## src/rtl/red_add_acc_ctrl.sv

```systemverilog
// Accumulates NUM_ACC beats from the reduction adder (fewer if last_i arrives early), adds the
// bias latched at the group's first beat, and emits one narrowed result per group on a
// valid/last/ready stream.
// Optional build macro RED_ADD_ACC_SAT_EN: when defined the result saturates to the BW_O range;
// when undefined it keeps the low BW_O bits (two's-complement wrap).
module red_add_acc_ctrl #(
  parameter int unsigned BW_I    = 32,
  parameter int unsigned BW_O    = 32,
  parameter int unsigned NUM_ACC = 8
) (
  input  logic            clk_i,
  input  logic            rst_n_i,
  input  logic [BW_I-1:0] cfg_bias_i,
  input  logic            cfg_wr_i,
  input  logic [BW_I-1:0] data_i,
  input  logic            valid_i,
  input  logic            last_i,
  output logic            ready_o,
  output logic [BW_O-1:0] data_o,
  output logic            valid_o,
  output logic            last_o,
  input  logic            ready_i
);

  // Wide enough for bias plus NUM_ACC beats without overflow.
  localparam int unsigned BW_ACC = BW_I + $clog2(NUM_ACC) + 1;
  localparam int unsigned CntW   = $clog2(NUM_ACC + 1);

  typedef enum logic [1:0] {StIdle, StAcc, StOut} state_e;

  state_e                   state_q;
  logic signed [BW_I-1:0]   bias_q;
  logic signed [BW_ACC-1:0] acc_q;
  logic [CntW-1:0]          cnt_q;
  logic [BW_O-1:0]          data_q;
  logic                     valid_q;
  logic                     last_q;

  logic signed [BW_ACC-1:0] acc_base;
  logic signed [BW_ACC-1:0] acc_sum;
  logic [CntW-1:0]          cnt_inc;
  logic                     close;
  logic [BW_O-1:0]          result;

`ifdef RED_ADD_ACC_SAT_EN
  localparam int unsigned WideW = (BW_ACC > BW_O) ? BW_ACC : BW_O;
  localparam logic signed [WideW-1:0] SatMax = {{(WideW-BW_O+1){1'b0}}, {(BW_O-1){1'b1}}};
  localparam logic signed [WideW-1:0] SatMin = {{(WideW-BW_O+1){1'b1}}, {(BW_O-1){1'b0}}};
  logic signed [WideW-1:0] sum_wide;
`endif

  // Running sum for this beat: a group's first beat starts from the bias, later ones from acc.
  always_comb begin
    acc_base = (state_q == StIdle) ? BW_ACC'(bias_q) : acc_q;
    acc_sum  = acc_base + BW_ACC'($signed(data_i));
    // cnt_q is zero in StIdle, so NUM_ACC==1 closes on the first beat.
    cnt_inc  = cnt_q + CntW'(1);
    close    = (cnt_inc == CntW'(NUM_ACC)) || last_i;
  end

  // Narrow the accumulator to the output width.
  always_comb begin
`ifdef RED_ADD_ACC_SAT_EN
    sum_wide = WideW'(acc_sum);
    if (sum_wide > SatMax) begin
      result = BW_O'(SatMax);
    end else if (sum_wide < SatMin) begin
      result = BW_O'(SatMin);
    end else begin
      result = BW_O'(sum_wide);
    end
`else
    result = BW_O'(acc_sum);
`endif
  end

  // Sequencer FSM with registered result outputs; bias register writable in any state.
  always_ff @(posedge clk_i or negedge rst_n_i) begin
    if (!rst_n_i) begin
      state_q <= StIdle;
      bias_q  <= '0;
      acc_q   <= '0;
      cnt_q   <= '0;
      data_q  <= '0;
      valid_q <= 1'b0;
      last_q  <= 1'b0;
    end else begin
      if (cfg_wr_i) begin
        bias_q <= $signed(cfg_bias_i);
      end
      unique case (state_q)
        StIdle, StAcc: begin
          if (valid_i) begin
            acc_q <= acc_sum;
            if (close) begin
              cnt_q   <= '0;
              data_q  <= result;
              last_q  <= last_i;
              valid_q <= 1'b1;
              state_q <= StOut;
            end else begin
              cnt_q   <= cnt_inc;
              state_q <= StAcc;
            end
          end
        end
        StOut: begin
          if (ready_i) begin
            valid_q <= 1'b0;
            state_q <= StIdle;
          end
        end
        default: state_q <= StIdle;
      endcase
    end
  end

  assign ready_o = rst_n_i && (state_q != StOut);
  assign data_o  = data_q;
  assign valid_o = valid_q;
  assign last_o  = last_q;

endmodule
```

## config.mk

```make
export PLATFORM = sky130hd
export DESIGN_NAME = red_add_acc_ctrl
export DESIGN_NICKNAME = d
export VERILOG_FILES = /design/src/rtl/red_add_acc_ctrl.sv
export SDC_FILE = /design/constraint.sdc
export NUM_CORES = 1
export LEC_CHECK = 0
export CORE_MARGIN = 5
export CORE_UTILIZATION = 54
export CTS_CLUSTER_DIAMETER = 150
export DETAILED_ROUTE_END_ITERATION = 8
export PLACE_DENSITY = 0.92
export RECOVER_POWER = 25
export SLEW_MARGIN = 20
export SYNTH_ARGS = -nofsm -noshare
export SYNTH_HDL_FRONTEND = slang
export SYNTH_SLANG_ARGS = --single-unit
export TNS_END_PERCENT = 50
```

## constraint.sdc

```tcl
create_clock -name clk_i -period 4.7 [get_ports clk_i]
set_input_delay 0.94 -clock clk_i [delete_from_list [all_inputs] [get_ports clk_i]]
set_output_delay 0.94 -clock clk_i [all_outputs]
set_load 0.05 [all_outputs]
```

==> results.toml, run 1 <==
[run_status]
outcome = "finished with violations"
violations = "max-capacitance violations, max-slew violations"

[layout]
final_area_um2 = 7920
fillerInstances = 960
diodes = 0
num-nets-final = 870
post_route_cells_drive_above_1_share_pct = 13.4
area.sequential_um2 = 2600
multi_input_comb_area_um2 = 3700
area_growth_syn_to_layout_pct = 22.1
layout.core_utilization_pct = 66.5

[detailed_routing]
remaining_drc_errors = 0
highest_metal_used = "met4"
post_drt_via_cell_ratio = 6.29
detailedRoute.firstIterationViolations = 324
drt-met1-wl_mm = 7.38
final_antenna_net_count = 0
drt_first_pass_iters = 5
drt_wl_total_mm = 17.2
route.met2.wl_mm = 8.43
dr_wl_met3_mm = 1.01
route.vias.total = 5745
post_drt_wl_per_cell_um = 18.8

[floorplanning]
die_area_um2 = 14300
pin_count = 105
num_rows = 40
die_h_um = 120
coreArea_um2 = 11900
fp.dieW_um = 120
initial_utilization_pct = 54.4

[global_routing]
global_route_wire_length_before_repair_mm = 28.7
number_of_antenna_violations_at_the_first_check_in_global_routing = 0
grt_start_max_net_pins = 75
grt.total_usage_pct = 24.7
grt_pass1_vias = 5900
grt.overflow.total = 0

[setup_path]
critical_path.startpoint = "state_q[1]"
setup.worst_path.class = "reg2reg"
timing.critical_path.to_type = "register"
critPathMaxFanout = 25
timing.critical_path.required_ps = 4960
r2r-start = "state_q[1]"
critPathArrivalTime_ps = 4000
start_kind = "register"

[cts]
numCtsBuffers = 9
buffer_count_from_post_cts_setup_fixing = 0
cts-hold-fix-buffers = 0
cts_root_buffer = "sky130_fd_sc_hd__clkbuf_16"
clk_path_buf_depth = 2
cts.clk_slew.worst_paths_ps = 70
cts-resized-gates = 0
tritoncts = "done"
clk-insertion-delay-late_ps = 360
h_tree_level_count = 3
cts.sink_count = 104

[logic_synthesis]
synth-warning-count = 0
synth.cells.most_frequent = "sky130_fd_sc_hd__dfrtp_1, sky130_fd_sc_hd__nand2_1, sky130_fd_sc_hd__mux2_2, sky130_fd_sc_hd__o21ai_0, sky130_fd_sc_hd__a21oi_1"
synth.ff_latch_count = 104
synth_largest_type_area_fraction_pct = 40.1
synth_top_area_cell = "sky130_fd_sc_hd__dfrtp_1"
synthTopCellsByArea = "sky130_fd_sc_hd__dfrtp_1, sky130_fd_sc_hd__mux2_2, sky130_fd_sc_hd__ha_1"
synthMostInstantiatedCell = "sky130_fd_sc_hd__dfrtp_1"
ys_types = 58
mappedNetlistNets = 784
synth-edff-count = 0
synthesis.area_per_instance_um2 = 9.58
synth-async-reset-ratio_pct = 100
syn-cell-area_um2 = 6480
dominantRegCellSynth = "sky130_fd_sc_hd__dfrtp_1"
yosysSeqAreaShare_pct = 40.1
synthesis.instances = 677

[timing]
maxSlewViolCount = 89
timing.final.crit_period_ps = 3750
slew_headroom_pct = -89.9
grt_setup_unrepaired = "no"
timing.final.hold_violations = 0
clock.fmax_mhz = 267
setup_viol = 0
totalNegativeSetupSlack_ps = 0
skew_ps = 9.18
tightest_slew_ps = 2850
final.period_utilization_pct = 79.7

[power_and_ir_drop]
lkg_pwr_nw = 3.34
power.density_nw_per_um2 = 592
vdd_ir_drop_max_mv = 0.358

[placement]
port_buffers = 104
final_gp_congestion = 0.877
dp_hpwl_mm = 12.4
dpl_cell_area_um2 = 7620

[hold_path]
worstHoldStart = "acc_q[15]"
worstHoldPathType = "reg2reg"

[flow_run]
drv.max_cap_violation_count = 2
==> metal layers <==
layer | vias to the layer above | global-route usage [%]
li1 | 2659 | -
met1 | 2810 | 31.7
met2 | 236 | 41.5
met3 | 40 | 5.28
met4 | 0 | 8.38
met5 | - | 0
==> registers in the layout, summed over array words and instances (netlist names) <==
register / flops
acc_q: 32
bias_q: 32
cnt_q: 4
data_o: 32
last_o: 1
state_q: 2
valid_o: 1
==> kinds of logic after synthesis <==
logic type | after synthesis | synth area share (%)
multiplexers | 67 | 11.6
adder cells (fa/ha/maj) | 37 | 7.26
AO/OA/AOI/OAI | 186 | 19.4
flip-flops | 104 | 40.1
buffers and inverters | 48 | 2.93
XOR/XNOR | 17 | 2.30
AND/OR/NAND/NOR | 218 | 16.4
==> layout make-up <==
type	count	share of cell area [%]
multi-input combinational	525	46.8
sequential	104	32.9
timing repair buffer	112	13.8
clock buffer	11	3.07
tap	147	2.32
clock inverter	4	0.680
inverter	11	0.521
==> metrics by stage <==
stage	std cells	hold slack, ps	setup slack, ps	total power [mW]
detailed placement	899	467	901	3.89
global route	914	497	461	4.98
CTS	914	485	976	4.67
finish	914	482	955	4.68
global placement	899	455	968	3.79
floorplan	677	442	1240	3.15
==> power by group <==
group | total, mW | switching [mW] | internal, mW
combinational | 2.52 | 1.57 | 0.951
clock | 0.773 | 0.345 | 0.427
sequential | 1.39 | 0.190 | 1.20
==> critical path, stage by stage, from the launching register on <==
cell and delay (ps):
sky130_fd_sc_hd__dfrtp_1 440, sky130_fd_sc_hd__nor2_2 90, sky130_fd_sc_hd__buf_4 350, sky130_fd_sc_hd__buf_4 260, sky130_fd_sc_hd__mux2_2 350, sky130_fd_sc_hd__ha_1 540, sky130_fd_sc_hd__nand4_1 310, sky130_fd_sc_hd__or3_1 440
sky130_fd_sc_hd__or3_1 400, sky130_fd_sc_hd__and4_1 250, sky130_fd_sc_hd__o31ai_1 200
==> layout by cell type (no fill, tap or decap), types with 5 or more instances in the layout <==
master and instances:
sky130_fd_sc_hd__clkdlybuf4s50_1 102, sky130_fd_sc_hd__a21oi_1 41, sky130_fd_sc_hd__inv_1 11, sky130_fd_sc_hd__nor3_1 16, sky130_fd_sc_hd__nand2_1 96, sky130_fd_sc_hd__nor2_1 23, sky130_fd_sc_hd__buf_4 7, sky130_fd_sc_hd__mux2_2 64
sky130_fd_sc_hd__o21a_1 7, sky130_fd_sc_hd__o211ai_1 5, sky130_fd_sc_hd__xor2_1 10, sky130_fd_sc_hd__nand3_1 22, sky130_fd_sc_hd__a21o_1 17, sky130_fd_sc_hd__o21ai_0 61, sky130_fd_sc_hd__clkbuf_16 9, sky130_fd_sc_hd__o2111ai_1 5
sky130_fd_sc_hd__or4_1 7, sky130_fd_sc_hd__o31ai_1 9, sky130_fd_sc_hd__nand2b_1 5, sky130_fd_sc_hd__xnor2_1 7, sky130_fd_sc_hd__o31a_1 6, sky130_fd_sc_hd__ha_1 36, sky130_fd_sc_hd__nand4_1 20, sky130_fd_sc_hd__dfrtp_1 104
sky130_fd_sc_hd__a31oi_1 6
==> final timing paths <==
kind                         endpoint  slack, ps  depth (start not counted)
hold / removal              acc_q[15]        480                          2
setup / recovery           data_o[31]        950                         10
min in group asynchronous   data_o[2]       1650                          2
hold reg to reg             acc_q[15]        480                          2
max in group asynchronous  data_o[29]       1150                          3
setup reg to reg           data_o[31]        950                         10
Note: power is estimated with default switching activity, not from simulation.
==> run 2, diff against run 1 <==
--- a/config.mk
+++ b/config.mk
@@ -6,10 +6,10 @@
 export NUM_CORES = 1
 export LEC_CHECK = 0
 export CORE_MARGIN = 5
-export CORE_UTILIZATION = 54
+export CORE_UTILIZATION = 49
 export CTS_CLUSTER_DIAMETER = 150
 export DETAILED_ROUTE_END_ITERATION = 8
-export PLACE_DENSITY = 0.92
+export PLACE_DENSITY = 0.88
 export RECOVER_POWER = 25
 export SLEW_MARGIN = 20
 export SYNTH_ARGS = -nofsm -noshare
==> constraint.sdc (replaced) <==
create_clock -name clk_i -period 3.05 [get_ports clk_i]
set_input_delay 0.61 -clock clk_i [delete_from_list [all_inputs] [get_ports clk_i]]
set_output_delay 0.61 -clock clk_i [all_outputs]
set_load 0.05 [all_outputs]
==> run 2 against run 1 <==
  * The run ends with max-capacitance violations, max-slew violations, negative setup slack left
  * Hold slack better by 2.6 ps
  * Count of clock-buffer cells in the layout did not move
  * Global-route usage is 0.39 points lower
  * Largest cell class unchanged
  * Highest routed layer unchanged
  * Design area is 16% higher
  * Clock skew rose by 2.5 ps
  * First-iteration DRC count up 130%
  * Critical endpoint is now data_o[28]
==> results.toml, run 2 (synthesis results as in run 1) <==
[placement]
dp.cells = 1005
dpl_cell_area_um2 = 8260
port_buffers = 104
final_gp_congestion = 0.957
dp_hpwl_mm = 13.5

[layout]
layout.cells.most_common_list = "sky130_fd_sc_hd__dfrtp_1, sky130_fd_sc_hd__clkdlybuf4s50_1, sky130_fd_sc_hd__nand2_1"
post_route_cells_drive_above_1_share_pct = 28.8
num-nets-final = 963
diodes = 0
area_growth_syn_to_layout_pct = 41.2
final_area_um2 = 9150
final-instance-count-excl-fill = 1035
final_common_cell = "sky130_fd_sc_hd__dfrtp_1"
layout.core_utilization_pct = 69.9

[detailed_routing]
drt_first_pass_iters = 7
post_drt_via_cell_ratio = 6.26
post_drt_wl_per_cell_um = 20.9
drt_wl_total_mm = 21.7
detailedRoute.firstIterationViolations = 730
route.vias.total = 6484
remaining_drc_errors = 0
final_antenna_net_count = 0

[floorplanning]
fp.dieW_um = 125
pin_count = 105
die_h_um = 125
num_rows = 42
initial_utilization_pct = 49.5
coreArea_um2 = 13100
die_area_um2 = 15600

[run_status]
violations = "max-capacitance violations, max-slew violations, negative setup slack"
outcome = "finished with violations"

[setup_path]
start_kind = "register"
timing.critical_path.required_ps = 3300
critPathArrivalTime_ps = 3620
r2r_end = "data_o[28]"
reg2reg_slack_ps = -320
critPathMaxFanout = 9
rr_worst_depth = 13
setup.worst_path.class = "reg2reg"
r2r-start = "state_q[0]"
timing.critical_path.to_type = "register"

[global_routing]
grt_pass1_vias = 6169
number_of_antenna_violations_at_the_first_check_in_global_routing = 0
grt_start_max_net_pins = 77
grt.overflow.total = 0
grt.total_usage_pct = 24.3
global_route_wire_length_before_repair_mm = 31.1

[power_and_ir_drop]
post-layout-total-power_mw = 8.52
lkg_pwr_nw = 3.86
vdd_ir_drop_max_mv = 0.471
power.density_nw_per_um2 = 931

[cts]
cts.sink_count = 104
h_tree_level_count = 3
clk_path_buf_depth = 2
numCtsBuffers = 9
cts.clk_slew.worst_paths_ps = 70
tritoncts = "done"
clk-insertion-delay-late_ps = 370
cts_root_buffer = "sky130_fd_sc_hd__clkbuf_16"

[timing]
clock.fmax_mhz = 297
setup_viol = 28
final.setup.worst_slack_ps = -319
grt_setup_unrepaired = "yes"
skew_ps = 11.7
timing.final.crit_period_ps = 3370
final.period_utilization_pct = 110
slew_headroom_pct = -19.1
timing.final.hold_violations = 0
tightest_slew_ps = 1790
maxSlewViolCount = 30

[hold_path]
worstHoldStart = "acc_q[13]"
min_delay_worst_endpoint = "acc_q[13]"
worstHoldPathType = "reg2reg"
hold_depth = 2

[flow_run]
drv.max_cap_violation_count = 1
run 2: cell type report:
class	instances	area [um^2]
clock buffer	11	233
clock inverter	3	68.8
fill	814	3930
inverter	11	41.3
multi-input combinational	525	4140
sequential	104	2600
tap	176	220
timing repair buffer	205	1840
run 2: metal layers:
| metal | vias to the layer above | GRT usage [%] | routed length, um |
|---|---|---|---|
| met5 | - | 0 | 0 |
| met4 | 0 | 10.6 | 1080 |
| met3 | 123 | 4.39 | 1770 |
| met2 | 461 | 40.8 | 10500 |
| met1 | 3049 | 30.8 | 8290 |
| li1 | 2851 | - | - |
run 2: metrics by stage:
step           setup slack [ps]  hold slack, ps  setup TNS, ps
6_report                   -319             484          -4380
5_1_grt                    -318             511         -10630
4_1_cts                    -162             286          -2280
3_5_place_dp               -328             468          -5760
3_3_place_gp               -193             454          -3080
2_1_floorplan              -114             314           -114
run 2: worst max path at each step:
| stage | startpoint | end | slack [ps] |
|---|---|---|---|
| finish | state_q[0] | data_o[28] | -320 |
| global route | state_q[0] | data_o[22] | -320 |
| CTS | state_q[1] | data_o[31] | -160 |
| detailed placement | data_i[0] | data_o[24] | -330 |
| global placement | data_i[0] | acc_q[22] | -190 |
| floorplan | state_q[1] | acc_q[30] | -110 |
run 2: repair_timing:
item | CTS | global route
endpoints found under the setup margin | 38 | 43
buffers inserted | 5 | 12
hold buffers | 0 | 0
pin swaps | 14 | 24
gates cloned | 0 | 0
resized for setup | 35 | 49
run 2: worst max-delay path: stages (launching register included):
cell	delay (ps)
sky130_fd_sc_hd__dfrtp_1	420
sky130_fd_sc_hd__nor2_4	200
sky130_fd_sc_hd__buf_12	150
sky130_fd_sc_hd__buf_4	160
sky130_fd_sc_hd__mux2_2	360
sky130_fd_sc_hd__ha_1	300
sky130_fd_sc_hd__buf_4	180
sky130_fd_sc_hd__o211ai_1	410
sky130_fd_sc_hd__nor2_1	110
sky130_fd_sc_hd__a211oi_1	270
sky130_fd_sc_hd__o31a_1	300
sky130_fd_sc_hd__nor3_1	90
sky130_fd_sc_hd__a21oi_1	180
sky130_fd_sc_hd__nand3_1	100
run 2: report_power, final:
part	switching [mW]	internal (mW)	total, mW
combinational	2.93	2.18	5.11
sequential	0.327	1.85	2.18
clock	0.526	0.713	1.24
total	3.78	4.74	8.52
==> run 3, diff against run 2 <==
--- a/config.mk
+++ b/config.mk
@@ -6,10 +6,11 @@
 export NUM_CORES = 1
 export LEC_CHECK = 0
 export CORE_MARGIN = 5
-export CORE_UTILIZATION = 49
+export CORE_UTILIZATION = 54
 export CTS_CLUSTER_DIAMETER = 150
 export DETAILED_ROUTE_END_ITERATION = 8
-export PLACE_DENSITY = 0.88
+export GPL_TIMING_DRIVEN = 0
+export PLACE_DENSITY = 0.92
 export RECOVER_POWER = 25
 export SLEW_MARGIN = 20
 export SYNTH_ARGS = -nofsm -noshare
==> constraint.sdc (replaced) <==
create_clock -name clk_i -period 3.3 [get_ports clk_i]
set_input_delay 0.66 -clock clk_i [delete_from_list [all_inputs] [get_ports clk_i]]
set_output_delay 0.66 -clock clk_i [all_outputs]
set_load 0.05 [all_outputs]
==> run 3 against run 2 <==
  * The run ends with negative setup slack left
  * Clock power shrank 15%
  * Core utilization rose by 4.3 points
  * Setup slack better by 20 ps
  * Sequential power is 8% lower
  * Non-clock buffer count fell by 38
  * Largest cell class unchanged
  * Largest power group unchanged
==> results.toml, run 3 (synthesis results as in run 1) <==
[run_status]
outcome = "finished with violations"
violations = "negative setup slack"

[setup_path]
setup.worst_path.class = "reg2reg"
timing.critical_path.required_ps = 3520
r2r-start = "state_q[0]"
critPathMaxFanout = 4
endpoint = "data_o[22]"
r2r_end = "data_o[22]"
critical_path.startpoint = "state_q[0]"
rr_worst_depth = 14
reg2reg_slack_ps = -300
critPathArrivalTime_ps = 3810
start_kind = "register"
timing.critical_path.to_type = "register"

[floorplanning]
pin_count = 105
die_area_um2 = 14300
coreArea_um2 = 11900
initial_utilization_pct = 54.4
fp.dieW_um = 120
die_h_um = 120
num_rows = 40

[detailed_routing]
final_antenna_net_count = 0
route.vias.total = 6457
detailedRoute.firstIterationViolations = 916
drt-met1-wl_mm = 8.62
dr_wl_met3_mm = 1.92
highest_metal_used = "met5"
drt_first_pass_iters = 6
drt_wl_total_mm = 22.6
remaining_drc_errors = 0
post_drt_via_cell_ratio = 6.66
route.met2.wl_mm = 10.8
post_drt_wl_per_cell_um = 23.3

[placement]
final_gp_congestion = 0.971
port_buffers = 103
dp_hpwl_mm = 13.7

[timing]
final.period_utilization_pct = 109
setup_viol = 29
timing.final.hold_violations = 0
slew_headroom_pct = 48.1
clock.fmax_mhz = 278
grt_setup_unrepaired = "yes"
timing.final.crit_period_ps = 3600
maxSlewViolCount = 0
tightest_slew_ps = 778
skew_ps = 12.1
final.setup.worst_slack_ps = -300

[layout]
post_route_cells_drive_above_1_share_pct = 24.9
multi_input_comb_area_um2 = 4210
diodes = 0
area_growth_syn_to_layout_pct = 36.4
final_common_cell = "sky130_fd_sc_hd__dfrtp_1"
layout.cells.most_common_list = "sky130_fd_sc_hd__dfrtp_1, sky130_fd_sc_hd__clkdlybuf4s50_1, sky130_fd_sc_hd__nand2_1"
fillerInstances = 780
area.sequential_um2 = 2600
layout.core_utilization_pct = 74.2
num-nets-final = 925

[global_routing]
grt.total_usage_pct = 27.9
grt.overflow.total = 0
grt_pass1_vias = 6200
grt_start_max_net_pins = 54
number_of_antenna_violations_at_the_first_check_in_global_routing = 1
global_route_wire_length_before_repair_mm = 31.5

[cts]
cts_root_buffer = "sky130_fd_sc_hd__clkbuf_16"
clk_path_buf_depth = 2
cts-hold-fix-buffers = 0
clk-insertion-delay-late_ps = 370
numCtsBuffers = 9
tritoncts = "done"
cts.sink_count = 104
cts.clk_slew.worst_paths_ps = 70
h_tree_level_count = 3

[power_and_ir_drop]
lkg_pwr_nw = 3.64
clockPowerShare_pct = 14.0
power.density_nw_per_um2 = 857
power.combinational.fraction_pct = 59.5
p_switching_mw = 3.53
sw_frac_of_total_pct = 46.7
internal_power_mw = 4.04
power.share.sequential_pct = 26.5
post-layout-total-power_mw = 7.57
vdd_ir_drop_max_mv = 0.537

[flow_run]
drv.max_cap_violation_count = 0

[hold_path]
worstHoldPathType = "in2async"
-- run 3: critical path: stages (launching register included) --
cell                        delay (ps)
sky130_fd_sc_hd__dfrtp_1           430
sky130_fd_sc_hd__nor2_4            280
sky130_fd_sc_hd__clkbuf_16         210
sky130_fd_sc_hd__mux2_4            310
sky130_fd_sc_hd__ha_4              170
sky130_fd_sc_hd__inv_2              60
sky130_fd_sc_hd__fa_2              220
sky130_fd_sc_hd__nor2b_4            50
sky130_fd_sc_hd__o31a_1            310
sky130_fd_sc_hd__o311ai_4          390
sky130_fd_sc_hd__o21ai_2           170
sky130_fd_sc_hd__a211oi_4          370
sky130_fd_sc_hd__buf_4             190
sky130_fd_sc_hd__xor2_2            170
sky130_fd_sc_hd__o21ai_1           110
-- run 3: worst min-delay path by stage --
stage | slack [ps] | end | cells past startpoint | start
2_1_floorplan | 360 | acc_q[0] | 0 | rst_n_i
3_3_place_gp | 460 | acc_q[4] | 2 | acc_q[4]
3_5_place_dp | 470 | acc_q[31] | 2 | acc_q[31]
4_1_cts | 260 | bias_q[4] | 1 | rst_n_i
5_1_grt | 290 | bias_q[4] | 1 | rst_n_i
6_report | 230 | bias_q[4] | 1 | rst_n_i
-- run 3: timing repair --
action                                  CTS  global route
setup buffers                            14            14
pin swaps                                14            34
endpoints found under the setup margin   46            44
resized for setup                        48            80
-- run 3: area by class of cell --
cell class / instances / share of cell area (%)
multi-input combinational: 525 / 47.7
sequential: 104 / 29.5
timing repair buffer: 132 / 14.6
clock buffer: 10 / 2.70
buffer: 35 / 2.50
tap: 147 / 2.08
clock inverter: 6 / 0.495
inverter: 11 / 0.467
-- run 3: power groups by stage --
stage                     clock [mW]  combinational [mW]  sequential [mW]
after floorplan                    0                1.91             2.58
after global placement             0                3.49             1.97
after detailed placement           0                3.60             1.99
after CTS                       1.06                3.85             1.97
after global routing            1.10                4.73             2.05
final                           1.06                4.51             2.01
-- run 3: stage by stage --
| stage | area, um^2 | cells | worst slack, ps | hold slack [ps] | TNS, ps |
|---|---|---|---|---|---|
| 2_1_floorplan | 6490 | 677 | 62.1 | 364 | 0 |
| 3_3_place_gp | 7700 | 927 | -3190 | 456 | -262730 |
| 3_5_place_dp | 7730 | 928 | -682 | 465 | -16460 |
| 4_1_cts | 8350 | 956 | -135 | 259 | -815 |
| 5_1_grt | 8840 | 970 | -364 | 286 | -5750 |
| 6_report | 8840 | 970 | -300 | 231 | -3250 |
-- run 3: metal layers --
layer	vias up	global-route usage [%]
li1	2776	-
met3	138	5.33
met1	3099	35.0
met2	442	46.2
met5	-	0
met4	2	13.6
